--- src/rtl/lfsr_pkg.sv ---
// Shared types and constants for the LFSR word generator.
// Tap masks assume a left shift with the feedback bit entering state[0],
// so bit k of a mask selects the bit that entered k+1 steps ago.
package lfsr_pkg;

  // Word assembly FSM: shifting bits in, or holding a finished word
  typedef enum logic {
    FILL  = 1'b0,
    VALID = 1'b1
  } fsm_e;

  // Maximal-length feedback masks for this shift orientation
  localparam logic [3:0]  TAPS_4  = 4'h9;
  localparam logic [7:0]  TAPS_8  = 8'hB8;
  localparam logic [15:0] TAPS_16 = 16'hD008;
  localparam logic [31:0] TAPS_32 = 32'h8020_0003;

  // Default non-zero seed (legacy 4-bit start value)
  localparam logic [3:0]  SEED_DEFAULT = 4'h1;

endpackage

--- src/rtl/lfsr_word_gen_core.sv ---
// Fibonacci LFSR state register: step, seed load, feedback and lock-up logic.
// Optional macro LFSR_LOCKUP_RECOVER_EN: a zero seed or a zero state is
// replaced by SEED and lockup is tied low.
module lfsr_core #(
  parameter int              WIDTH = 4,
  parameter logic [WIDTH-1:0] TAPS = 4'b1001,
  parameter logic [WIDTH-1:0] SEED = 4'b0001
) (
  input  logic             clk,
  input  logic             rst_n,
  input  logic             step,
  input  logic             load,
  input  logic [WIDTH-1:0] seed,
  output logic [WIDTH-1:0] state,
  output logic             fb,
  output logic             lockup
);

  logic [WIDTH-1:0] state_reg;
  logic [WIDTH-1:0] load_val;
  logic             zero_state;

  assign fb         = ^(state_reg & TAPS);
  assign zero_state = (state_reg == '0);
  assign state      = state_reg;

`ifdef LFSR_LOCKUP_RECOVER_EN
  // A zero seed would lock the register, so substitute the default seed
  assign load_val = (seed == '0) ? SEED : seed;
  assign lockup   = 1'b0;
`else
  assign load_val = seed;
  assign lockup   = zero_state;
`endif

  // State register: load beats recovery beats stepping
  always_ff @(posedge clk or negedge rst_n) begin
    if (!rst_n) begin
      state_reg <= SEED;
    end else if (load) begin
      state_reg <= load_val;
`ifdef LFSR_LOCKUP_RECOVER_EN
    end else if (zero_state) begin
      state_reg <= SEED;
`endif
    end else if (step) begin
      state_reg <= {state_reg[WIDTH-2:0], fb};
    end
  end

endmodule

--- src/rtl/lfsr_word_gen.sv ---
// LFSR word generator: packs feedback bits into OUT_W-bit words (first bit
// in the MSB) and hands them out over valid/ready.
// Optional macro LFSR_LOCKUP_RECOVER_EN (handled inside lfsr_core).
module lfsr_word_gen
  import lfsr_pkg::*;
#(
  parameter int              WIDTH = 4,
  parameter logic [WIDTH-1:0] TAPS = 4'b1001,
  parameter logic [WIDTH-1:0] SEED = 4'b0001,
  parameter int              OUT_W = 4
) (
  input  logic             clk,
  input  logic             rst_n,
  input  logic             en,
  input  logic             load,
  input  logic [WIDTH-1:0] seed,
  input  logic             out_ready,
  output logic             out_valid,
  output logic [OUT_W-1:0] out_data,
  output logic [WIDTH-1:0] state,
  output logic             lockup
);

  localparam int               CNT_W    = $clog2(OUT_W + 1);
  localparam logic [CNT_W-1:0] CNT_LAST = CNT_W'(OUT_W - 1);

  fsm_e             fsm_reg,   fsm_next;
  logic [CNT_W-1:0] cnt_reg,   cnt_next;
  logic [OUT_W-1:0] word_reg,  word_next;
  logic             valid_reg, valid_next;
  logic             step;
  logic             fb;
  logic [OUT_W-1:0] word_shift;

  lfsr_core #(
    .WIDTH (WIDTH),
    .TAPS  (TAPS),
    .SEED  (SEED)
  ) u_core (
    .clk    (clk),
    .rst_n  (rst_n),
    .step   (step),
    .load   (load),
    .seed   (seed),
    .state  (state),
    .fb     (fb),
    .lockup (lockup)
  );

  // Word shifter input: a 1-bit word is just the feedback bit
  generate
    if (OUT_W == 1) begin : g_word_single
      assign word_shift = fb;
    end else begin : g_word_multi
      assign word_shift = {word_reg[OUT_W-2:0], fb};
    end
  endgenerate

  // FSM, bit counter and word register
  always_ff @(posedge clk or negedge rst_n) begin
    if (!rst_n) begin
      fsm_reg   <= FILL;
      cnt_reg   <= '0;
      word_reg  <= '0;
      valid_reg <= 1'b0;
    end else begin
      fsm_reg   <= fsm_next;
      cnt_reg   <= cnt_next;
      word_reg  <= word_next;
      valid_reg <= valid_next;
    end
  end

  // Next-state logic: load restarts the word, FILL steps, VALID holds
  always_comb begin
    fsm_next   = fsm_reg;
    cnt_next   = cnt_reg;
    word_next  = word_reg;
    valid_next = valid_reg;
    step       = 1'b0;
    if (load) begin
      fsm_next   = FILL;
      cnt_next   = '0;
      word_next  = '0;
      valid_next = 1'b0;
    end else begin
      case (fsm_reg)
        FILL: begin
          if (en) begin
            step      = 1'b1;
            word_next = word_shift;
            if (cnt_reg == CNT_LAST) begin
              cnt_next   = '0;
              valid_next = 1'b1;
              fsm_next   = VALID;
            end else begin
              cnt_next = cnt_reg + 1'b1;
            end
          end
        end
        VALID: begin
          if (out_ready) begin
            valid_next = 1'b0;
            fsm_next   = FILL;
          end
        end
        default: begin
          fsm_next = FILL;
        end
      endcase
    end
  end

  assign out_valid = valid_reg;
  assign out_data  = word_reg;

endmodule

--- config.mk ---
export PLATFORM = sky130hd
export DESIGN_NAME = lfsr_word_gen
export DESIGN_NICKNAME = d
export VERILOG_FILES = /design/src/rtl/lfsr_pkg.sv /design/src/rtl/lfsr_word_gen_core.sv /design/src/rtl/lfsr_word_gen.sv
export SDC_FILE = /design/constraint.sdc
export NUM_CORES = 1
export LEC_CHECK = 0
export ABC_AREA = 1
export CAP_MARGIN = 20
export CORE_AREA = 2 2 44 46
export DETAILED_ROUTE_END_ITERATION = 12
export DIE_AREA = 0 0 46 48
export DONT_BUFFER_PORTS = 1
export PLACE_DENSITY_LB_ADDON = 0.1
export SYNTH_ARGS = -nofsm -noshare
export SYNTH_HDL_FRONTEND = slang
export SYNTH_SLANG_ARGS = --single-unit
--- constraint.sdc ---
create_clock -name clk -period 2.3 [get_ports clk]
set_clock_uncertainty 0.15 [all_clocks]
set_input_delay 0.23 -clock clk [delete_from_list [all_inputs] [get_ports clk]]
set_output_delay 0.23 -clock clk [all_outputs]
set_load 0.01 [all_outputs]
==> qor.yml, run 1 <==
cells_and_area:
  synthToLayoutAreaGrowth_pct: 19.9
  fin_nets: 96
  drive_above_1_share: 0.247
  antennaDiodeCount: 0
  fin_util: 0.456
synthesis:
  yosysTopAreaCell: "dfrtp_1"
  ys_top_cells_by_area: "dfrtp_1, nand2_1, nand2_2"
  syn_area_per_cell_um2: 8.79
  synth_seq_area_share: 0.509
  synth.lib_cells_used.distinct: 19
  synth-seq-cells: 13
  netlist_area_before_placement_um2: 642
  synth_cells: 73
  syn_nets: 83
  synth_top_area_share: 0.468
  yosys_warnings: 0
drt:
  viasPerCell: 4.79
  drt_antenna_net_count: 0
  initialDrtViolationCount: 12
  detail_route.wl_per_cell_um: 12.7
  drt_pre_antenna_iters: 4
  dr_total_vias: 489
  route.final.wire_length_um: 1300
  detail_route.drc_violations: 0
grt:
  grt_antenna_before_repair: 0
  via_count_of_the_first_global_routing_pass: 450
  global_route.overflow_total: 0
  grt_first_pass_wirelength_um: 1990
  grt_usage: 0.132
  pin_count_of_the_biggest_net_entering_global_routing: 14
pwr:
  post-layout-total-power_uw: 473
  switching_power_uw: 136
  power.share.switching: 0.287
  internal_power_contribution_uw: 337
  power_frac_seq: 0.564
  total_power_divided_by_cell_area_nw_per_um2: 614
  clock_power_share: 0.305
  power.combinational.fraction: 0.131
  vdd_ir_drop_max_mv: 0.300
  p_leak_uw: 0.000390
timing:
  fin_crit_sh: 0.740
  min_period_ns: 1.70
  timing.fmax_ghz: 0.587
  worst_hold_margin_ns: 0.0473
  rsz0062_at_grt: "false"
  final-hold-violation-count: 0
  relSlewSlack: 0.589
  final.setup.tns_ns: 0
  tightestPinTransition_ns: 0.615
  setup_violations: 0
  final-max-slew-violation-count: 0
  post-route-worst-setup-slack_ns: 0.597
clock_network:
  hold_buffers: 8
  clock_latency_at_the_later_pin_of_the_worst_skew_pair_ns: 0.27
  cts_sinks: 13
  cts_tree: "done"
  clkTransAtPathRegs_ns: 0.08
  total_clock_buffers_created_by_cts: 3
  cts_resized: 0
  cts.path.max_buffers: 2
  clockRootBuffer: "clkbuf_4"
  cts_htree_levels: 1
  cts_setup_buffers: 0
floorplanning:
  rows: 15
  dieWidth_um: 46
  die-height_um: 48
  initial_utilization: 0.380
  top_level_ports: 19
  core_um2: 1690
  dieArea_um2: 2210
critical_path:
  timing.critical_path.arrival_ns: 1.77
  worst-path-max-fanout: 3
  criticalPathCategory: "reg -> reg"
  critical_path_data_required_time_ns: 2.36
  startpoint_class_of_the_critical_path: "flop"
  cp-end-kind: "flop"
placement:
  detailedPlacementHpwl_um: 915
  io_buffer_count: 0
  gpl.final_weighted_congestion: 0.704
  dpl_worst_slack_ns: 0.959
run:
  max_cap_violations: 0
worst_hold_path:
  hold_class: "in -> reg"
outcome:
  status: "completed"
-- cells in the mapped netlist, drive strengths merged --
master and number:
nor2 5, nor4 1, o21ai 4, nand2 28
a21oi 2, nand3 8, o21bai 1, dfrtp 12
dfstp 1, inv 10, ha 1
-- per-layer routing --
metal | wire, um | vias to the layer above | global-route usage
li1 | - | 254 | -
met1 | 670 | 216 | 0.192
met2 | 547 | 15 | 0.181
met3 | 62 | 4 | 0.0302
met4 | 16 | 0 | 0.0686
met5 | 0 | - | 0
-- cell usage in the layout, fill, tap and decap left out --
cell / count
inv_1: 6
dfstp_2: 1
ha_1: 1
inv_6: 1
nand2_2: 8
nand2_4: 1
o21bai_1: 1
inv_2: 2
o21ai_1: 3
clkbuf_1: 1
nor2_4: 1
dlygate4sd3_1: 8
clkbuf_4: 3
a21oi_1: 2
o21ai_0: 1
inv_4: 1
dfrtp_1: 12
nand3_2: 3
nand2_1: 19
nand3_1: 5
nor4_1: 1
nor2_1: 4
-- per-stage QoR --
stage / cell area (um2) / cells
after floorplan: 642 / 73
after global placement: 663 / 90
after detailed placement: 663 / 90
after CTS: 769 / 102
after global routing: 769 / 102
final: 769 / 102
-- cells by family after synthesis --
family	Yosys count	synth area share
compound gates	7	0.0585
fa+ha+maj	1	0.0195
buf+inv	10	0.0702
flops	13	0.509
simple gates	42	0.343
-- cell type report --
| type | instances | area, um2 |
|---|---|---|
| tap | 17 | 21.3 |
| sequential | 13 | 327 |
| clock buffer | 4 | 26.3 |
| multi-input combinational | 50 | 270 |
| fill | 174 | 920 |
| timing repair buffer | 8 | 80.1 |
| inverter | 10 | 45.0 |
-- worst paths after layout --
path | slack (ns) | startpoint | end | cells after the start
hold / removal | 0.05 | en | u_core.state[0]$_DFFE_PN1P_ | 3
max in group asynchronous | 1.35 | rst_n | u_core.state[1]$_DFFE_PN0P_ | 1
setup / recovery | 0.60 | cnt_reg[0]$_DFFE_PN0P_ | fsm_reg$_DFF_PN0_ | 6
hold reg to reg | 0.35 | cnt_reg[1]$_DFFE_PN0P_ | cnt_reg[1]$_DFFE_PN0P_ | 2
setup reg to reg | 0.60 | cnt_reg[0]$_DFFE_PN0P_ | fsm_reg$_DFF_PN0_ | 6
min in group asynchronous | 0.25 | rst_n | cnt_reg[2]$_DFFE_PN0P_ | 1
-- critical path, stage by stage, from the launching register on --
cell	delay, ns
dfrtp_1	0.38
ha_1	0.17
inv_1	0.05
nor2_1	0.13
nand2_1	0.07
a21oi_1	0.12
dlygate4sd3_1	0.56
-- power by group through the flow --
stage / logic, uW / registers (uW) / clock network, uW
global route: 70.4 / 270 / 162
detailed placement: 45.9 / 271 / 0
floorplan: 39.0 / 267 / 0
global placement: 46.3 / 271 / 0
finish: 62.0 / 266 / 144
CTS: 63.0 / 267 / 149
Power figures use the tool's default switching activity.
==> run 2, diff against run 1 <==
clock period = 1.65 ns   (was 2.3 ns; I/O delays follow)
==> qor.yml, run 2 (synthesized netlist as in run 1, its figures left out) <==
outcome:
  status: "completed"
timing:
  fin_crit_sh: 0.906
  tightestPinTransition_ns: 0.580  # -0.0345 ns
  setup_violations: 0  # unchanged
  rsz0062_at_grt: "false"
  final.setup.tns_ns: 0  # unchanged
  min_period_ns: 1.49
  final-hold-violation-count: 0  # unchanged
  relSlewSlack: 0.612  # +0.0231
  timing.fmax_ghz: 0.669
  post-route-worst-setup-slack_ns: 0.156  # -0.441 ns
  final-max-slew-violation-count: 0  # unchanged
clock_network:
  clkTransAtPathRegs_ns: 0.08  # about the same
  clockRootBuffer: "clkbuf_4"
  cts_tree: "done"
  total_clock_buffers_created_by_cts: 3  # unchanged
  clock_latency_at_the_later_pin_of_the_worst_skew_pair_ns: 0.28  # about the same
  cts.path.max_buffers: 2  # unchanged
  cts_htree_levels: 1  # unchanged
  cts_setup_buffers: 0  # unchanged
  cts_sinks: 13  # unchanged
drt:
  detail_route.drc_violations: 0  # unchanged
  detail_route.wl_per_cell_um: 13.2  # +3.7%
  dr_total_vias: 510  # +4.3%
  initialDrtViolationCount: 9  # -3
  drt_antenna_net_count: 0  # unchanged
  viasPerCell: 5.00  # +4.3%
  route.final.wire_length_um: 1340  # +3.7%
  drt_pre_antenna_iters: 3  # -1
floorplanning:
  core_um2: 1690  # unchanged
  die-height_um: 48  # unchanged
  dieArea_um2: 2210  # unchanged
  dieWidth_um: 46  # unchanged
  top_level_ports: 19  # unchanged
  initial_utilization: 0.380  # unchanged
  rows: 15  # unchanged
cells_and_area:
  antennaDiodeCount: 0  # unchanged
  fin_nets: 96  # unchanged
  multiInputGateArea_um2: 277  # +2.3%
  drive_above_1_share: 0.259  # +0.0118
  synthToLayoutAreaGrowth_pct: 20.9
  seq_area_um2: 327  # unchanged
  layout_commonest_cell: "nand2_1"
  fill_cells: 179  # +2.9%
  most_frequent_cells_in_the_layout: "nand2_1, dfrtp_1, nand2_2, dlygate4sd3_1, inv_1"
placement:
  gpl.final_weighted_congestion: 0.689  # -2.1%
  dpl_worst_slack_ns: 0.369  # -0.589 ns
  io_buffer_count: 0  # unchanged
  detailedPlacementHpwl_um: 949  # +3.8%
critical_path:
  worst_path_max_delay_cell: "dfrtp_1"
  worstPathBufferInverterCount: 0  # -2
  slowest_delay_ns: 0.48  # -0.08 ns
  timing.critical_path.arrival_ns: 1.18  # -0.59 ns
  cp-startpoint: "u_core.state[3]$_DFFE_PN0P_"
  startpoint_of_the_worst_slack_reg_to_reg_timing_path: "cnt_reg[0]$_DFFE_PN0P_"
  cp-end-kind: "primary output"
  critical_path.top_delay_family: "flip-flops"
  worst-path-max-fanout: 5  # +2
  criticalPathCategory: "reg -> out"
  critical_path.cell_chain: "nor4_2"
  startpoint_class_of_the_critical_path: "flop"
  critical_path_data_required_time_ns: 1.33  # -1.03 ns
run:
  max_cap_violations: 0  # unchanged
grt:
  grt_usage: 0.146  # +0.0135
  met3_usage: 0.0302  # unchanged
  grt_first_pass_wirelength_um: 2210  # +11%
  global_route.overflow_total: 0  # unchanged
  grt_util_met2: 0.208  # +0.0278
  grt_use_met1: 0.202  # +0.00973
  globalRoute.busiestLayer: "met2"
  pin_count_of_the_biggest_net_entering_global_routing: 14  # unchanged
  grt_antenna_before_repair: 0  # unchanged
  via_count_of_the_first_global_routing_pass: 492  # +9.3%
pwr:
  total_power_divided_by_cell_area_nw_per_um2: 860  # +40%
  vdd_ir_drop_max_mv: 0.472  # +57%
  p_leak_uw: 0.000388  # -0.54%
worst_hold_path:
  hold_class: "in -> async"
==> run 2: area by class of cell <==
class / instances / area share
inverter: 10 / 0.0581
sequential: 13 / 0.421
clock buffer: 4 / 0.0339
tap: 17 / 0.0274
multi-input combinational: 50 / 0.356
timing repair buffer: 8 / 0.103
==> run 2: per-layer routing <==
metal	vias up	share of wire
met2	13	0.45
met4	0	0.021
met1	238	0.48
met5	-	0
met3	5	0.041
li1	254	-
==> run 2: power breakdown <==
part | leakage (uW) | switching, uW | internal, uW | total (uW)
registers | 0.000170 | 34.0 | 340 | 374
clock network | 0.0000150 | 109 | 93.8 | 203
logic | 0.000203 | 51.3 | 38.2 | 89.5
==> run 2: path summary, 6_finish.rpt <==
| path | end | slack (ns) | cells past startpoint |
|---|---|---|---|
| worst max-delay path | lockup | 0.16 | 1 |
| worst min-delay path | cnt_reg[1]$_DFFE_PN0P_ | 0.17 | 1 |
| worst max register to register | out_valid$_DFFE_PN0P_ | 0.47 | 5 |
| worst min register to register | cnt_reg[1]$_DFFE_PN0P_ | 0.34 | 2 |
| max in group asynchronous | cnt_reg[0]$_DFFE_PN0P_ | 0.80 | 1 |
| min in group clk | cnt_reg[1]$_DFFE_PN0P_ | 0.34 | 2 |
==> run 2: per-stage QoR <==
stage                util  hold WS, ns  std cells  area [um2]  total power [uW]
global route        0.459        0.230        102         776               708
floorplan               -       -0.281         73         642               427
detailed placement  0.393       -0.280         90         663               443
finish              0.459        0.167        102         776               667
CTS                 0.456        0.196        102         769               672
global placement    0.393       -0.280         90         663               442
==> run 2: repair_timing <==
action,4_1_cts,5_1_grt
hold buffers,8,0
hold endpoints to repair,26,0
setup endpoints to repair,0,1
gates resized for setup,0,1
